`config.mk`:
```
export PLATFORM = sky130hd
export DESIGN_NAME = cap_regbus_bridge
export DESIGN_NICKNAME = d
export VERILOG_FILES = /design/src/rtl/cap_regbus_pkg.sv /design/src/rtl/cap_regbus_bridge.sv
export SDC_FILE = /design/constraint.sdc
export NUM_CORES = 1
export LEC_CHECK = 0
export ABC_CLOCK_PERIOD_IN_PS = 5230
export BUFFER_PORTS_ARGS = -buffer_cell sky130_fd_sc_hd__clkbuf_2
export CAP_MARGIN = 0
export CORE_ASPECT_RATIO = 2
export CORE_MARGIN = 4
export CORE_UTILIZATION = 45
export DETAILED_ROUTE_END_ITERATION = 16
export GPL_TIMING_DRIVEN = 1
export PLACE_DENSITY = 0.79
export SLEW_MARGIN = 25
export SYNTH_ARGS = -nofsm -noshare
export SYNTH_HDL_FRONTEND = slang
export SYNTH_SLANG_ARGS = --single-unit
export TNS_END_PERCENT = 1
```
`constraint.sdc`:
```
create_clock -name ACLK -period 5.23 [get_ports ACLK]
set_input_delay 1.3075 -clock ACLK [delete_from_list [all_inputs] [get_ports ACLK]]
set_output_delay 1.3075 -clock ACLK [all_outputs]
set_load 0.005 [all_outputs]
```
`src/rtl/cap_regbus_pkg.sv`:
```
// Shared types and constants for the capture register-bus bridge.
package cap_regbus_pkg;

    typedef enum logic [2:0] {
        StIdle,
        StWrStb,
        StWrResp,
        StRdStb,
        StRdWait,
        StRdResp
    } state_e;

    localparam logic [1:0] RESP_OKAY   = 2'b00;
    localparam logic [1:0] RESP_SLVERR = 2'b10;

    localparam logic [3:0] BLOCK_ID_DEF = 4'd1;

    localparam logic [15:0] CAPADDR = 16'h0000;
    localparam logic [15:0] CAPCTRL = 16'h0004;
    localparam logic [15:0] CAPINT  = 16'h0008;
    localparam logic [15:0] CAPFIFO = 16'h000C;

    function automatic logic block_miss(input logic [3:0] sel, input logic [3:0] id);
        return sel != id;
    endfunction

endpackage

```
`src/rtl/cap_regbus_bridge.sv`:
```
// AXI4-Lite slave driving single-cycle WREN/RDEN strobes on the capture register bus.
// Define CAP_REGBUS_DECERR_EN to answer SLVERR for addresses outside BLOCK_ID.
module cap_regbus_bridge
    import cap_regbus_pkg::*;
#(
    parameter int unsigned ADDR_W   = 16,
    parameter int unsigned RD_LAT   = 1,
    parameter logic [3:0]  BLOCK_ID = BLOCK_ID_DEF
) (
    input  logic              ACLK,
    input  logic              ARESETN,
    input  logic [ADDR_W-1:0] S_AXI_AWADDR,
    input  logic              S_AXI_AWVALID,
    output logic              S_AXI_AWREADY,
    input  logic [31:0]       S_AXI_WDATA,
    input  logic [3:0]        S_AXI_WSTRB,
    input  logic              S_AXI_WVALID,
    output logic              S_AXI_WREADY,
    output logic [1:0]        S_AXI_BRESP,
    output logic              S_AXI_BVALID,
    input  logic              S_AXI_BREADY,
    input  logic [ADDR_W-1:0] S_AXI_ARADDR,
    input  logic              S_AXI_ARVALID,
    output logic              S_AXI_ARREADY,
    output logic [31:0]       S_AXI_RDATA,
    output logic [1:0]        S_AXI_RRESP,
    output logic              S_AXI_RVALID,
    input  logic              S_AXI_RREADY,
    output logic [ADDR_W-1:0] WRADDR,
    output logic [3:0]        BYTEEN,
    output logic              WREN,
    output logic [31:0]       WDATA,
    output logic [ADDR_W-1:0] RDADDR,
    output logic              RDEN,
    input  logic [31:0]       RDATA
);

`ifdef CAP_REGBUS_DECERR_EN
    localparam bit DecErrEn = 1'b1;
`else
    localparam bit DecErrEn = 1'b0;
`endif

    localparam logic [1:0] LastCnt = 2'(RD_LAT - 1);

    state_e            state_q, state_d;
    logic              aw_held_q, aw_held_d, w_held_q, w_held_d;
    logic [ADDR_W-1:0] awaddr_q, awaddr_d, araddr_q, araddr_d;
    logic [31:0]       wdata_q, wdata_d, rdata_q, rdata_d;
    logic [3:0]        wstrb_q, wstrb_d;
    logic              err_q, err_d;
    logic [1:0]        cnt_q, cnt_d;
    logic              wren_q, wren_d, rden_q, rden_d;
    logic              bvalid_q, bvalid_d, rvalid_q, rvalid_d;
    logic [1:0]        bresp_q, bresp_d, rresp_q, rresp_d;
    logic              awready_q, awready_d, wready_q, wready_d, arready_q, arready_d;
    logic              aw_hs, w_hs, ar_hs;

    assign aw_hs = S_AXI_AWVALID & awready_q;
    assign w_hs  = S_AXI_WVALID & wready_q;
    assign ar_hs = S_AXI_ARVALID & S_AXI_ARREADY;

    always_comb begin
        state_d   = state_q;
        aw_held_d = aw_held_q;
        w_held_d  = w_held_q;
        awaddr_d  = awaddr_q;
        wdata_d   = wdata_q;
        wstrb_d   = wstrb_q;
        araddr_d  = araddr_q;
        rdata_d   = rdata_q;
        err_d     = err_q;
        cnt_d     = cnt_q;
        unique case (state_q)
            StIdle: begin
                if (aw_hs) begin
                    aw_held_d = 1'b1;
                    awaddr_d  = S_AXI_AWADDR;
                end
                if (w_hs) begin
                    w_held_d = 1'b1;
                    wdata_d  = S_AXI_WDATA;
                    wstrb_d  = S_AXI_WSTRB;
                end
                if (aw_held_d && w_held_d) begin
                    state_d = StWrStb;
                    err_d   = DecErrEn && block_miss(awaddr_d[15:12], BLOCK_ID);
                end else if (ar_hs) begin
                    state_d  = StRdStb;
                    araddr_d = S_AXI_ARADDR;
                    err_d    = DecErrEn && block_miss(S_AXI_ARADDR[15:12], BLOCK_ID);
                end
            end
            StWrStb: state_d = StWrResp;
            StWrResp: begin
                if (S_AXI_BREADY) begin
                    state_d   = StIdle;
                    aw_held_d = 1'b0;
                    w_held_d  = 1'b0;
                end
            end
            StRdStb: begin
                state_d = StRdWait;
                cnt_d   = 2'd0;
            end
            StRdWait: begin
                if (cnt_q == LastCnt) begin
                    state_d = StRdResp;
                    rdata_d = err_q ? 32'h0 : RDATA;
                end else begin
                    cnt_d = cnt_q + 2'd1;
                end
            end
            StRdResp: begin
                if (S_AXI_RREADY) begin
                    state_d = StIdle;
                end
            end
            default: state_d = StIdle;
        endcase

        // Every bus-facing output is a flop loaded from the next state.
        wren_d    = (state_d == StWrStb) && !err_d;
        rden_d    = (state_d == StRdStb) && !err_d;
        bvalid_d  = (state_d == StWrResp);
        rvalid_d  = (state_d == StRdResp);
        bresp_d   = (bvalid_d && err_d) ? RESP_SLVERR : RESP_OKAY;
        rresp_d   = (rvalid_d && err_d) ? RESP_SLVERR : RESP_OKAY;
        awready_d = (state_d == StIdle) && !aw_held_d;
        wready_d  = (state_d == StIdle) && !w_held_d;
        arready_d = (state_d == StIdle) && !aw_held_d && !w_held_d;
    end

    always_ff @(posedge ACLK or negedge ARESETN) begin
        if (!ARESETN) begin
            state_q   <= StIdle;
            aw_held_q <= 1'b0;
            w_held_q  <= 1'b0;
            awaddr_q  <= '0;
            wdata_q   <= '0;
            wstrb_q   <= '0;
            araddr_q  <= '0;
            rdata_q   <= '0;
            err_q     <= 1'b0;
            cnt_q     <= '0;
            wren_q    <= 1'b0;
            rden_q    <= 1'b0;
            bvalid_q  <= 1'b0;
            rvalid_q  <= 1'b0;
            bresp_q   <= RESP_OKAY;
            rresp_q   <= RESP_OKAY;
            awready_q <= 1'b0;
            wready_q  <= 1'b0;
            arready_q <= 1'b0;
        end else begin
            state_q   <= state_d;
            aw_held_q <= aw_held_d;
            w_held_q  <= w_held_d;
            awaddr_q  <= awaddr_d;
            wdata_q   <= wdata_d;
            wstrb_q   <= wstrb_d;
            araddr_q  <= araddr_d;
            rdata_q   <= rdata_d;
            err_q     <= err_d;
            cnt_q     <= cnt_d;
            wren_q    <= wren_d;
            rden_q    <= rden_d;
            bvalid_q  <= bvalid_d;
            rvalid_q  <= rvalid_d;
            bresp_q   <= bresp_d;
            rresp_q   <= rresp_d;
            awready_q <= awready_d;
            wready_q  <= wready_d;
            arready_q <= arready_d;
        end
    end

    // A pending AW/W this cycle blocks AR so writes win a simultaneous arrival.
    assign S_AXI_ARREADY = arready_q & ~S_AXI_AWVALID & ~S_AXI_WVALID;
    assign S_AXI_AWREADY = awready_q;
    assign S_AXI_WREADY  = wready_q;
    assign S_AXI_BVALID  = bvalid_q;
    assign S_AXI_BRESP   = bresp_q;
    assign S_AXI_RVALID  = rvalid_q;
    assign S_AXI_RRESP   = rresp_q;
    assign S_AXI_RDATA   = rdata_q;
    assign WREN          = wren_q;
    assign RDEN          = rden_q;
    assign WRADDR        = awaddr_q;
    assign WDATA         = wdata_q;
    assign BYTEEN        = wstrb_q;
    assign RDADDR        = araddr_q;

endmodule

```
# Yosys cells after proc, flatten, opt, wreduce, memory -nomap -nowiden

Index checks and enable logic that the tools add are counted.

$add $sub $neg: 1
Eq/ne operators: 10
Multiplexer cells: 22
Bitwise logic cells: 8
Reduce and logical (&&, ||, !) cells: 20

Operator list:

| cell                                                             | number |
|---|---|
| 32-bit two-way mux                                               | 1 |
| 3-bit one-hot mux with 6 select lines                            | 1 |
| 3-bit two-way mux                                                | 5 |
| 3-bit by 2-bit == test with 1-bit output (second input constant) | 4 |
| 3-bit == test (second input constant)                            | 3 |
| 1-bit two-way mux                                                | 9 |
| 1-bit logical AND                                                | 8 |
| 2-bit AND reduction                                              | 4 |
| 3-bit by 1-bit == test with 1-bit output (second input constant) | 2 |
| 3-bit zero test                                                  | 2 |
| 2-bit two-way mux                                                | 3 |
| 1-bit AND                                                        | 5 |
| 1-bit one-hot mux with 2 select lines                            | 2 |
| 2-bit one-hot mux with 2 select lines                            | 1 |
| 1-bit zero test                                                  | 3 |
| 1-bit inverter                                                   | 3 |
| 3-bit AND reduction                                              | 1 |
| 2-bit by 1-bit adder with 2-bit output (second input constant)   | 1 |
| 2-bit zero test                                                  | 1 |
| 2-bit != test (second input constant)                            | 1 |
| 2-bit nonzero test                                               | 1 |

Flip-flop bits (word level): 119
Output and inout bits: 111

# Longest topological paths before layout

Depth in word-level cells: 10
Depth in mapped cells: 7
Depth with buffers taken out: 6

# Least setup slack after synthesis

Ideal clock, no wire load.

Path kind: in2out
From: input S_AXI_AWVALID
To: output S_AXI_ARREADY
Data arrival time: 1523 ps
Path slack: 2399 ps
Stages on the path: 1
Path buffers: 0
Cells stage by stage: nor3b_2

Longest elaborated chain between the ends: 3

Ends and longest elaborated chain:

| what                   | line                     | source |
|---|---|---|
| from (decl)            | cap_regbus_bridge.sv:13  | `input logic S_AXI_AWVALID,` |
| 1-bit inverter         | cap_regbus_bridge.sv:179 | `assign S_AXI_ARREADY = arready_q & ~S_AXI_AWVALID & ~S_AXI_WVALID;` |
| 1-bit AND (2 in a row) | cap_regbus_bridge.sv:179 |  |
| to (decl)              | cap_regbus_bridge.sv:24  | `output logic S_AXI_ARREADY,` |

Every way passes these cells.

# Worst setup path in the final report

From: input S_AXI_WVALID
To: output S_AXI_ARREADY

Longest elaborated chain between the ends: 2

Ends and longest elaborated chain:

| what           | line                     | source |
|---|---|---|
| from (decl)    | cap_regbus_bridge.sv:17  | `input logic S_AXI_WVALID,` |
| 1-bit inverter | cap_regbus_bridge.sv:179 |  |
| 1-bit AND      | cap_regbus_bridge.sv:179 |  |

Every way passes these cells.

==> run metrics <==
TritonCTS buffer count 17; crit path launch type input port; synthesized flop and latch total 117; Clock Latency Late Sink 0.41 ns; syn_area_per_cell 13.0 um2; Worst VDD drop 354 uV; via count 3544; overall power 3.91 mW; Placer Congestion 0.857; Post-Place Cells 696; unrepaired setup endpoints after global routing no; routed len/inst 16.9 um; status finished clean; # DRC 0; clk sink count 117; initial antenna violation count 0; CP Max Fanout 4; worst hold slack 0.477 ns; DRT Pass-1 Iters 4; Pwr per Cell Area 601 nW/um2; number of global-route vias before repair 3800; post-route clock period utilization 59.5%; max-cap viol count 0; fin crit period 3.11 ns; Worst slew margin 41.4%; Worst Hold Class register to register; Crit Path Category input port to output port; Post-Route WL 12300 um; Cells after Synth 363; Yosys Warn Count 0; Leakage 3.46 nW; overall routing resource usage 20.9%; Setup TNS 0 ns; clk_skew 0.00763 ns; gr ovfl total 0; Via density 4.87; fin nets 688; largest cells by area after synthesis dfrtp_1 62%, mux2_2 14%, nand2b_1 4.3%; Final Hold Viols 0; core area 10100 um2; largest net degree at the start of global routing 65; antenna cells 0; CTS Buffer Depth 2; die height 153 um; FMAX 0.321 GHz; endpoint type of the worst setup path output port; Worst Path Arrival 1.81 ns; Die Wd 80.3 um; final cell count without fillers 728; most frequent cells in the layout 214 x clkbuf_2, 117 x dfrtp_1, 59 x mux2_2; Reg clk slew, reported paths 0.05 ns; CTS tree done; htree depth 4; share of cells above drive strength 1 54.5%; Netlist cell types 34; area leader, netlist dfrtp_1; mapped cell area 4710 um2; Post-CTS Resized 0; final instance area 6510 um2; Least-Margin Pin Slew 0.880 ns; placed instance area 5830 um2; Synth top area share 62.2%; Post-CTS Setup Bufs 0; Row Count 52; hpwl dp 9480 um; data required time of the critical path 3.92 ns; Layout area overhead 38.2%; PortBufs 215; hold_buf cts 0; commonest non-fill, non-tap cell in the layout clkbuf_2; first-pass GRT wire length 19400 um; First DRT Iteration DRCs 120; I/O pin count 218; post-synthesis sequential area ratio 62.2%; max-slew violation count 0; post-route ant nets 0; Initial Util 46.4%; final setup vio count 0; clock root buffer clkbuf_16; die area 12300 um2
[worst max-delay path: stages]
cell	delay, ns
clkbuf_2	0.12
nor3b_2	0.23
clkbuf_2	0.15
[registers in the layout, summed over array words and instances, names as in the netlist, 2 cells and up]
name	cells
S_AXI_RDATA	32
WDATA	32
RDADDR	16
WRADDR	16
BYTEEN	4
state_q	3
cnt_q	2
[kinds of logic (layout without fill, tap and decap cells)]
group	Yosys count	in the layout	share of synthesized area (%)
multiplexers	68	68	17.0
other	1	2	0.0796
adder cells (fa/ha/maj)	1	1	0.266
buffers and inverters	27	256	3.77
AO/OA/AOI/OAI	49	49	5.50
flip-flops	117	117	62.2
AND/OR/NAND/NOR	100	100	11.2
[report_power, final]
| group | internal, mW | switching, mW |
|---|---|---|
| registers | 1.29 | 0.233 |
| logic | 0.569 | 0.498 |
| clock network | 0.898 | 0.420 |
[layout make-up]
cell class	count	area, um2
clock buffer	17	425
sequential	117	2930
timing repair buffer	219	1110
multi-input combinational	220	1610
fill	823	3640
clock inverter	15	253
inverter	5	18.8
tap	135	169
[through the flow]
step                utilization, %  setup WS [ns]
floorplan                        -           2.40
global placement              57.5           2.15
detailed placement            57.5           2.12
CTS                           64.1           2.11
global route                  64.1           2.05
finish                        64.1           2.12
[synthesized netlist by cell type (all sizes together)]
cell type / number
clkbuf: 9
nor3b: 2
a21oi: 7
nand2: 40
clkinv: 1
inv: 4
a21o: 1
and3: 3
nand2b: 32
or3: 1
o2bb2ai: 1
ha: 1
nor4: 2
nor2b: 2
a311oi: 1
nor3: 7
mux2: 68
o21a: 1
a31oi: 1
conb: 1
o21ai: 37
nand3: 1
and2: 3
buf: 13
nor2: 7
dfrtp: 117
[final timing paths]
check                      cells past startpoint             from  slack [ns]         endpoint
min                                            2  S_AXI_RDATA[24]        0.48  S_AXI_RDATA[24]
max in group asynchronous                      2          ARESETN        3.36        WDATA[31]
min in group asynchronous                      1          ARESETN        0.92   S_AXI_RDATA[3]
max                                            3     S_AXI_WVALID        2.12    S_AXI_ARREADY
max reg2reg                                    4       state_q[0]        3.11        RDADDR[9]
min reg2reg                                    2  S_AXI_RDATA[24]        0.48  S_AXI_RDATA[24]
[per-layer routing]
| layer | global-route usage (%) | wire length (um) | vias up |
|---|---|---|---|
| met5 | 0 | 0 | - |
| met4 | 13.3 | 667 | 0 |
| met3 | 4.67 | 619 | 43 |
| met2 | 37.1 | 6850 | 154 |
| met1 | 21.2 | 4140 | 1686 |
| li1 | - | - | 1661 |
Power figures use the tool's default switching activity.
